==> src/rtl/flt_pkg.sv <==
// Shared float-core definitions: field widths, status bit positions, operand class
// encoding and the per-stage records of the float-to-int pipeline.
package flt_pkg;

    localparam int EXP_WIDTH      = 8;
    localparam int MAN_WIDTH      = 23;
    localparam int EXP_BIAS       = 127;

    localparam int TUSER_INVALID  = 1;
    localparam int TUSER_OVERFLOW = 0;
    localparam int TUSER_W        = 2;

    // Stream payloads are padded to whole bytes.
    function automatic int tdata_w(input int w);
        return ((w + 7) / 8) * 8;
    endfunction

    localparam int FLT_W = tdata_w(1 + EXP_WIDTH + MAN_WIDTH);
    localparam int RES_W = 32;

    // Aligned magnitude carries one headroom bit above the 32-bit result.
    localparam int MAG_W      = RES_W + 1;
    localparam int SHIFT_W    = 10;
    localparam int F2I_STAGES = 3;

    typedef enum logic [1:0] {
        ZERO = 2'd0,
        NORM = 2'd1,
        INF  = 2'd2,
        NAN  = 2'd3
    } flt_cls_e;

    function automatic flt_cls_e flt_classify(input logic [EXP_WIDTH-1:0] e,
                                              input logic [MAN_WIDTH-1:0] m);
        if (e == '1) return (m != '0) ? NAN : INF;
        if (e == '0) return ZERO;
        return NORM;
    endfunction

    typedef struct packed {
        logic               sign;
        flt_cls_e           cls;
        logic [MAN_WIDTH:0] sig;
        logic [SHIFT_W-1:0] shift;
    } f2i_s1_t;

    typedef struct packed {
        logic             sign;
        flt_cls_e         cls;
        logic [MAG_W-1:0] mag;
        logic             guard;
        logic             sticky;
    } f2i_s2_t;

    typedef struct packed {
        logic [RES_W-1:0]   data;
        logic [TUSER_W-1:0] user;
    } f2i_res_t;

endpackage

==> src/rtl/flt_f2i_align.sv <==
// Signed-shift barrel shifter: positive shift moves the significand right and
// collects guard/sticky, non-positive shift moves it left into the headroom bit.
module flt_f2i_align
    import flt_pkg::*;
(
    input  logic [MAN_WIDTH:0]         sig,
    input  logic signed [SHIFT_W-1:0]  shift,
    output logic [MAG_W-1:0]           mag,
    output logic                       guard,
    output logic                       sticky
);

    // Beyond 26 right shifts every significand bit lands in sticky.
    localparam int RSH_MAX = MAN_WIDTH + 3;
    localparam int LSH_MAX = MAG_W - 1 - MAN_WIDTH;
    localparam int RW      = MAN_WIDTH + 1 + RSH_MAX;

    localparam logic signed [SHIFT_W-1:0] RSH_LIM = SHIFT_W'(RSH_MAX);
    localparam logic signed [SHIFT_W-1:0] LSH_LIM = SHIFT_W'(LSH_MAX);

    logic [RW-1:0]            rwide;
    logic [MAG_W-1:0]         lwide;
    logic [4:0]               rsh;
    logic [3:0]               lsh;
    logic signed [SHIFT_W-1:0] nshift;

    always_comb begin
        mag    = '0;
        guard  = 1'b0;
        sticky = 1'b0;
        rsh    = '0;
        lsh    = '0;
        rwide  = '0;
        lwide  = '0;
        nshift = -shift;
        if (shift > $signed(SHIFT_W'(0))) begin
            rsh    = (shift >= RSH_LIM) ? 5'(RSH_MAX) : shift[4:0];
            rwide  = {sig, {RSH_MAX{1'b0}}} >> rsh;
            mag    = MAG_W'(rwide[RW-1 -: MAN_WIDTH+1]);
            guard  = rwide[RSH_MAX-1];
            sticky = |rwide[RSH_MAX-2:0];
        end else if (nshift > LSH_LIM) begin
            // Too large to represent even with headroom; a set top bit forces saturation.
            mag = {1'b1, {(MAG_W-1){1'b0}}};
        end else begin
            lsh   = nshift[3:0];
            lwide = MAG_W'(sig) << lsh;
            mag   = lwide;
        end
    end

endmodule

==> src/rtl/flt_f2i_pipe_core_only.sv <==
// Core-only wrapper for place-and-route; ports map one-to-one onto the converter.
module flt_f2i_pipe_core_only
    import flt_pkg::*;
#(
    parameter int RESULT_FRAC_BIT = 0
)
(
    input  logic               i_aclk,
    input  logic               i_areset,
    input  logic [FLT_W-1:0]   i_axi4s_a_tdata,
    input  logic               i_axi4s_a_tvalid,
    output logic [RES_W-1:0]   o_axi4s_result_tdata,
    output logic               o_axi4s_result_tvalid,
    output logic [TUSER_W-1:0] o_axi4s_result_tuser
);

    flt_f2i_pipe #(
        .RESULT_FRAC_BIT (RESULT_FRAC_BIT)
    ) u_core (
        .i_aclk                (i_aclk),
        .i_areset              (i_areset),
        .i_axi4s_a_tdata       (i_axi4s_a_tdata),
        .i_axi4s_a_tvalid      (i_axi4s_a_tvalid),
        .o_axi4s_result_tdata  (o_axi4s_result_tdata),
        .o_axi4s_result_tvalid (o_axi4s_result_tvalid),
        .o_axi4s_result_tuser  (o_axi4s_result_tuser)
    );

endmodule

==> src/rtl/flt_f2i_pipe.sv <==
// Three-stage float32 to signed 32-bit fixed-point converter: round-to-nearest-even,
// saturation on overflow, NaN flagged as invalid. Valid-only stream, no backpressure.
module flt_f2i_pipe
    import flt_pkg::*;
#(
    parameter int RESULT_FRAC_BIT = 0
)
(
    input  logic               i_aclk,
    input  logic               i_areset,
    input  logic [FLT_W-1:0]   i_axi4s_a_tdata,
    input  logic               i_axi4s_a_tvalid,
    output logic [RES_W-1:0]   o_axi4s_result_tdata,
    output logic               o_axi4s_result_tvalid,
    output logic [TUSER_W-1:0] o_axi4s_result_tuser
);

    localparam int LAST = F2I_STAGES - 1;
    localparam logic [RES_W-1:0] POS_SAT = {1'b0, {(RES_W-1){1'b1}}};
    localparam logic [RES_W-1:0] NEG_SAT = {1'b1, {(RES_W-1){1'b0}}};

    logic [F2I_STAGES-1:0] vld_pipe;

    f2i_s1_t  s1_d, s1_q;
    f2i_s2_t  s2_d, s2_q;
    f2i_res_t res_d, res_q;

    // S1: unpack and classify; shift = bias + mantissa width - frac bits - exp.
    logic [EXP_WIDTH-1:0] a_exp;
    logic [MAN_WIDTH-1:0] a_man;

    always_comb begin
        a_exp      = i_axi4s_a_tdata[MAN_WIDTH +: EXP_WIDTH];
        a_man      = i_axi4s_a_tdata[MAN_WIDTH-1:0];
        s1_d.sign  = i_axi4s_a_tdata[EXP_WIDTH + MAN_WIDTH];
        s1_d.cls   = flt_classify(a_exp, a_man);
        s1_d.sig   = {1'b1, a_man};
        s1_d.shift = SHIFT_W'(EXP_BIAS + MAN_WIDTH - RESULT_FRAC_BIT)
                   - SHIFT_W'(a_exp);
    end

    // S2: alignment between the S1 and S2 registers.
    flt_f2i_align u_align (
        .sig    (s1_q.sig),
        .shift  ($signed(s1_q.shift)),
        .mag    (s2_d.mag),
        .guard  (s2_d.guard),
        .sticky (s2_d.sticky)
    );

    assign s2_d.sign = s1_q.sign;
    assign s2_d.cls  = s1_q.cls;

    // S3: round, negate, saturate. Overflow is judged on the rounded magnitude.
    logic                 inc;
    logic [MAG_W:0]       rnd;
    logic [RES_W-1:0]     rnd_lo;

    always_comb begin
        inc    = s2_q.guard & (s2_q.sticky | s2_q.mag[0]);
        rnd    = {1'b0, s2_q.mag} + (MAG_W+1)'(inc);
        rnd_lo = rnd[RES_W-1:0];
        res_d  = '0;
        unique case (s2_q.cls)
            NAN: begin
                res_d.data                = NEG_SAT;
                res_d.user[TUSER_INVALID] = 1'b1;
            end
            INF: begin
                res_d.data                 = s2_q.sign ? NEG_SAT : POS_SAT;
                res_d.user[TUSER_OVERFLOW] = 1'b1;
            end
            NORM: begin
                if (s2_q.sign) begin
                    // -2^31 is representable, so the negative limit is one larger.
                    if (rnd > {2'b00, NEG_SAT}) begin
                        res_d.data                 = NEG_SAT;
                        res_d.user[TUSER_OVERFLOW] = 1'b1;
                    end else begin
                        res_d.data = -rnd_lo;
                    end
                end else begin
                    if (rnd > {2'b00, POS_SAT}) begin
                        res_d.data                 = POS_SAT;
                        res_d.user[TUSER_OVERFLOW] = 1'b1;
                    end else begin
                        res_d.data = rnd_lo;
                    end
                end
            end
            default: ;
        endcase
    end

    // Stage payloads load only under their own valid; no reset needed.
    always_ff @(posedge i_aclk) begin
        if (i_axi4s_a_tvalid) s1_q <= s1_d;
        if (vld_pipe[0])      s2_q <= s2_d;
    end

    always_ff @(posedge i_aclk) begin
        if (i_areset) begin
            vld_pipe <= '0;
            res_q    <= '0;
        end else begin
            vld_pipe <= {vld_pipe[LAST-1:0], i_axi4s_a_tvalid};
            if (vld_pipe[LAST-1]) res_q <= res_d;
        end
    end

    assign o_axi4s_result_tdata  = res_q.data;
    assign o_axi4s_result_tuser  = res_q.user;
    assign o_axi4s_result_tvalid = vld_pipe[LAST];

endmodule

==> config.mk <==
export PLATFORM = sky130hd
export DESIGN_NAME = flt_f2i_pipe_core_only
export DESIGN_NICKNAME = d
export VERILOG_FILES = /design/src/rtl/flt_pkg.sv /design/src/rtl/flt_f2i_align.sv /design/src/rtl/flt_f2i_pipe_core_only.sv /design/src/rtl/flt_f2i_pipe.sv
export SDC_FILE = /design/constraint.sdc
export NUM_CORES = 1
export LEC_CHECK = 0
export ABC_AREA = 1
export CAP_MARGIN = 10
export CELL_PAD_IN_SITES_DETAIL_PLACEMENT = 1
export CELL_PAD_IN_SITES_GLOBAL_PLACEMENT = 2
export CORE_MARGIN = 2
export CORE_UTILIZATION = 36
export DETAILED_ROUTE_END_ITERATION = 6
export PLACE_DENSITY_LB_ADDON = 0.1
export SLEW_MARGIN = 30
export SYNTH_ARGS = -nofsm -noshare
export SYNTH_HDL_FRONTEND = slang
export SYNTH_SLANG_ARGS = --single-unit
==> constraint.sdc <==
create_clock -name i_aclk -period 6.46 [get_ports i_aclk]
set_input_delay 0.646 -clock i_aclk [delete_from_list [all_inputs] [get_ports i_aclk]]
set_output_delay 0.646 -clock i_aclk [all_outputs]
set_load 0.005 [all_outputs]
==> run_results.csv <==
group,metric,value,unit
run_status,outcome,"completed",
sta,rsz0062_at_grt,"no",
layout,drive_above_1_share,7.14,%
die,die_w,166,microns
synth,synth_fp_nets,1513,
critical_path,path_max_fanout,20,
sta,period_needed,4.03,ns
synth,syn-cell-area,9450,sq um
synth,synth-adder-area-share,2.12,%
placed_design,pre_cts_slack,2.53,ns
route,finalWirelength,34.1,mm
global_routing,antenna_found_initial,0,
synth,ys_types,51,
clock_tree,cts_buffer_depth,2,
clock_tree,ctsHoldBuffers,0,
critical_path,startpoint_type,"flop",
synth,synth_edf_count,73,
sta,max_slew_margin,38.7,%
global_routing,overflow,0,
synth,synth_top_family_by_area,"simple AND/OR/NAND/NOR gates",
synth,yosys.area_share.simple,41.8,%
pwr,p_leak,0.00455,uW
route,ant_nets,0,
min_path,holdPathStages,0,
clock_tree,cts_buffers,9,
clock_tree,post_cts.repair.setup_buffers,0,
synth,synthFlopType,"edfxtp_1",
layout,final_net_count,1545,
placed_design,place_inst,1817,
sta,whs,0.445,ns
global_routing,grt_pass1_vias,9982,
sta,worst_pin_slew,0.918,ns
synth,ys_ff_latch,110,
die,start_util,36.5,%
pwr,power,2240,uW
synth,netlist_instances,1462,
global_routing,track_usage,24.9,%
placed_design,io_buffers,69,
global_routing,grt_first_pass_wirelength,54.3,mm
layout,syn_to_final_growth,12.8,%
route,routed_via_density,5.30,
sta,setup_viol,0,
route,via_count,9714,
clock_tree,clk_latency,0.37,ns
clock_tree,cts_resized,0,
sta,clock-skew-final,0.0203,ns
critical_path,cp.arrival,4.16,ns
min_path,hold_path_class,"flop to flop",
die,die_h,166,microns
die,core_area,25900,sq um
synth,ys_seq_area_share,31.0,%
critical_path,required,6.59,ns
sta,fin_crit_sh,62.3,%
sta,slew_viol_final,0,
die,die_area,27600,sq um
synth,synth_xor_area_share,1.76,%
layout,n_antenna_cell,0,
sta,fin_ws,2.43,ns
global_routing,grt_max_degree,67,
critical_path,ff2ff_path_depth,18,
die,core.rowCount,59,
pwr,peakVddDrop,0.121,mV
synth,synth-compound-area-share,12.6,%
placed_design,hpwl,27.9,mm
synth,syn_area_per_cell,6.47,sq um
placed_design,globalplace.congestion,0.930,
route,drc,0,
pwr,powerDensity,211,nW/um^2
clock_tree,cts_tree,"done",
critical_path,crit_type,"flop to flop",
sta,tns,0,ns
clock_tree,clkTransAtPathRegs,0.09,ns
layout,fin_cells,1834,
layout,final_cell_mix,"nand2_1 (491), nand3_1 (160), inv_1 (142)",
clock_tree,htree_levels,3,
synth,yosys_warnings,0,
sta,hold_viol,0,
clock_tree,clock_sinks,110,
clock_tree,root_buffer,"clkbuf_16",
layout,fill_cells,3404,
critical_path,end_kind,"flop",
flow_run,max_cap_violations,0,
synth,synth.area.mux_share,1.38,%
die,ios,70,
layout,final_common_cell,"nand2_1",
route,routedWlPerCell,18.6,microns
synth,async_flop_share,0,%
sta,fmax,248,MHz
route,drt_iter0_drc,544,
route,drt_pass1_iterations,4,
==> state kept, by name, summed over array words and instances (netlist names) <==
signal and cells:
u_core.s1_q 35, u_core.o_axi4s_result_tuser 2, u_core.s2_q 38, u_core.o_axi4s_result_tdata 32, u_core.vld_pipe 3
==> metal layers <==
metal  GRT usage [%]  wire, microns
met1            30.3          15000
met2            44.6          16800
met3            2.36            864
met4            10.9           1490
met5               0              0
==> critical path, stage by stage (launching register included) <==
cell      delay [ns]
edfxtp_1        0.39
inv_1           0.18
ha_1            0.19
nand4_1         0.57
nand3_1         0.60
buf_4           0.33
nand2_1         0.12
nand2_1         0.11
nand2_1         0.08
o21ai_0         0.36
nand2_1         0.16
nand3_1         0.16
nand2_1         0.13
nor2_1          0.11
nand2_1         0.06
nor2_1          0.09
nand3_1         0.07
nand2_1         0.06
nand2_1         0.04
==> report_power, final <==
| group | switching, uW | internal [uW] | leakage, uW |
|---|---|---|---|
| sequential | 45.7 | 809 | 0.000967 |
| combinational | 564 | 231 | 0.00343 |
| clock | 299 | 296 | 0.000152 |
| total | 909 | 1340 | 0.00455 |
==> final timing paths <==
kind	from	slack (ns)	to
worst max-delay path	u_core.s1_q[0]	2.43	u_core.s2_q[0]
worst max register to register	u_core.s1_q[0]	2.43	u_core.s2_q[0]
worst min register to register	u_core.s1_q[36]	0.45	u_core.s2_q[37]
worst min-delay path	u_core.s1_q[36]	0.45	u_core.s2_q[37]
==> cell type report <==
| cell class | instances | area [sq um] | area share (%) |
|---|---|---|---|
| Clock buffer | 10 | 250 | 2.35 |
| Tap cell | 335 | 419 | 3.93 |
| Timing Repair Buffer | 79 | 768 | 7.21 |
| Sequential cell | 110 | 2930 | 27.5 |
| Multi-Input combinational cell | 1140 | 5650 | 53.0 |
| Inverter | 154 | 584 | 5.48 |
| Clock inverter | 6 | 56.3 | 0.528 |
==> cells in the mapped netlist, drive strengths merged (14+ instances only) <==
| master | instances | area share (%) |
|---|---|---|
| ha | 16 | 2.1 |
| o211ai | 15 | 1.2 |
| nand3 | 176 | 10 |
| dfxtp | 37 | 7.8 |
| edfxtp | 73 | 23 |
| inv | 150 | 6.0 |
| nand4 | 32 | 2.1 |
| o21ai | 91 | 4.9 |
| a21oi | 68 | 4.1 |
| o221ai | 14 | 1.3 |
| clkbuf | 34 | 1.4 |
| nor2 | 143 | 6.5 |
| xor2 | 15 | 1.4 |
| buf | 21 | 1.4 |
| nand2 | 510 | 21 |
==> cells by family (layout without fill, tap and decap cells) <==
group                      count (synthesis)  after routing
and+or+nand+nor                          890            890
AOI/OAI and AO/OA                        202            202
adders and majority gates                 16             16
DFF                                      110            110
muxes                                     13             13
xor gates and xnor gates                  19             19
buffers and inverters                    212            249
==> per-stage QoR <==
step                      utilization [%]  instance area (sq um)
after floorplan                         -                   9450
after global placement               39.9                  10300
after detailed placement             39.9                  10300
after CTS                            41.1                  10600
after global routing                 41.1                  10700
final                                41.1                  10700
Power figures use the tool's default switching activity.
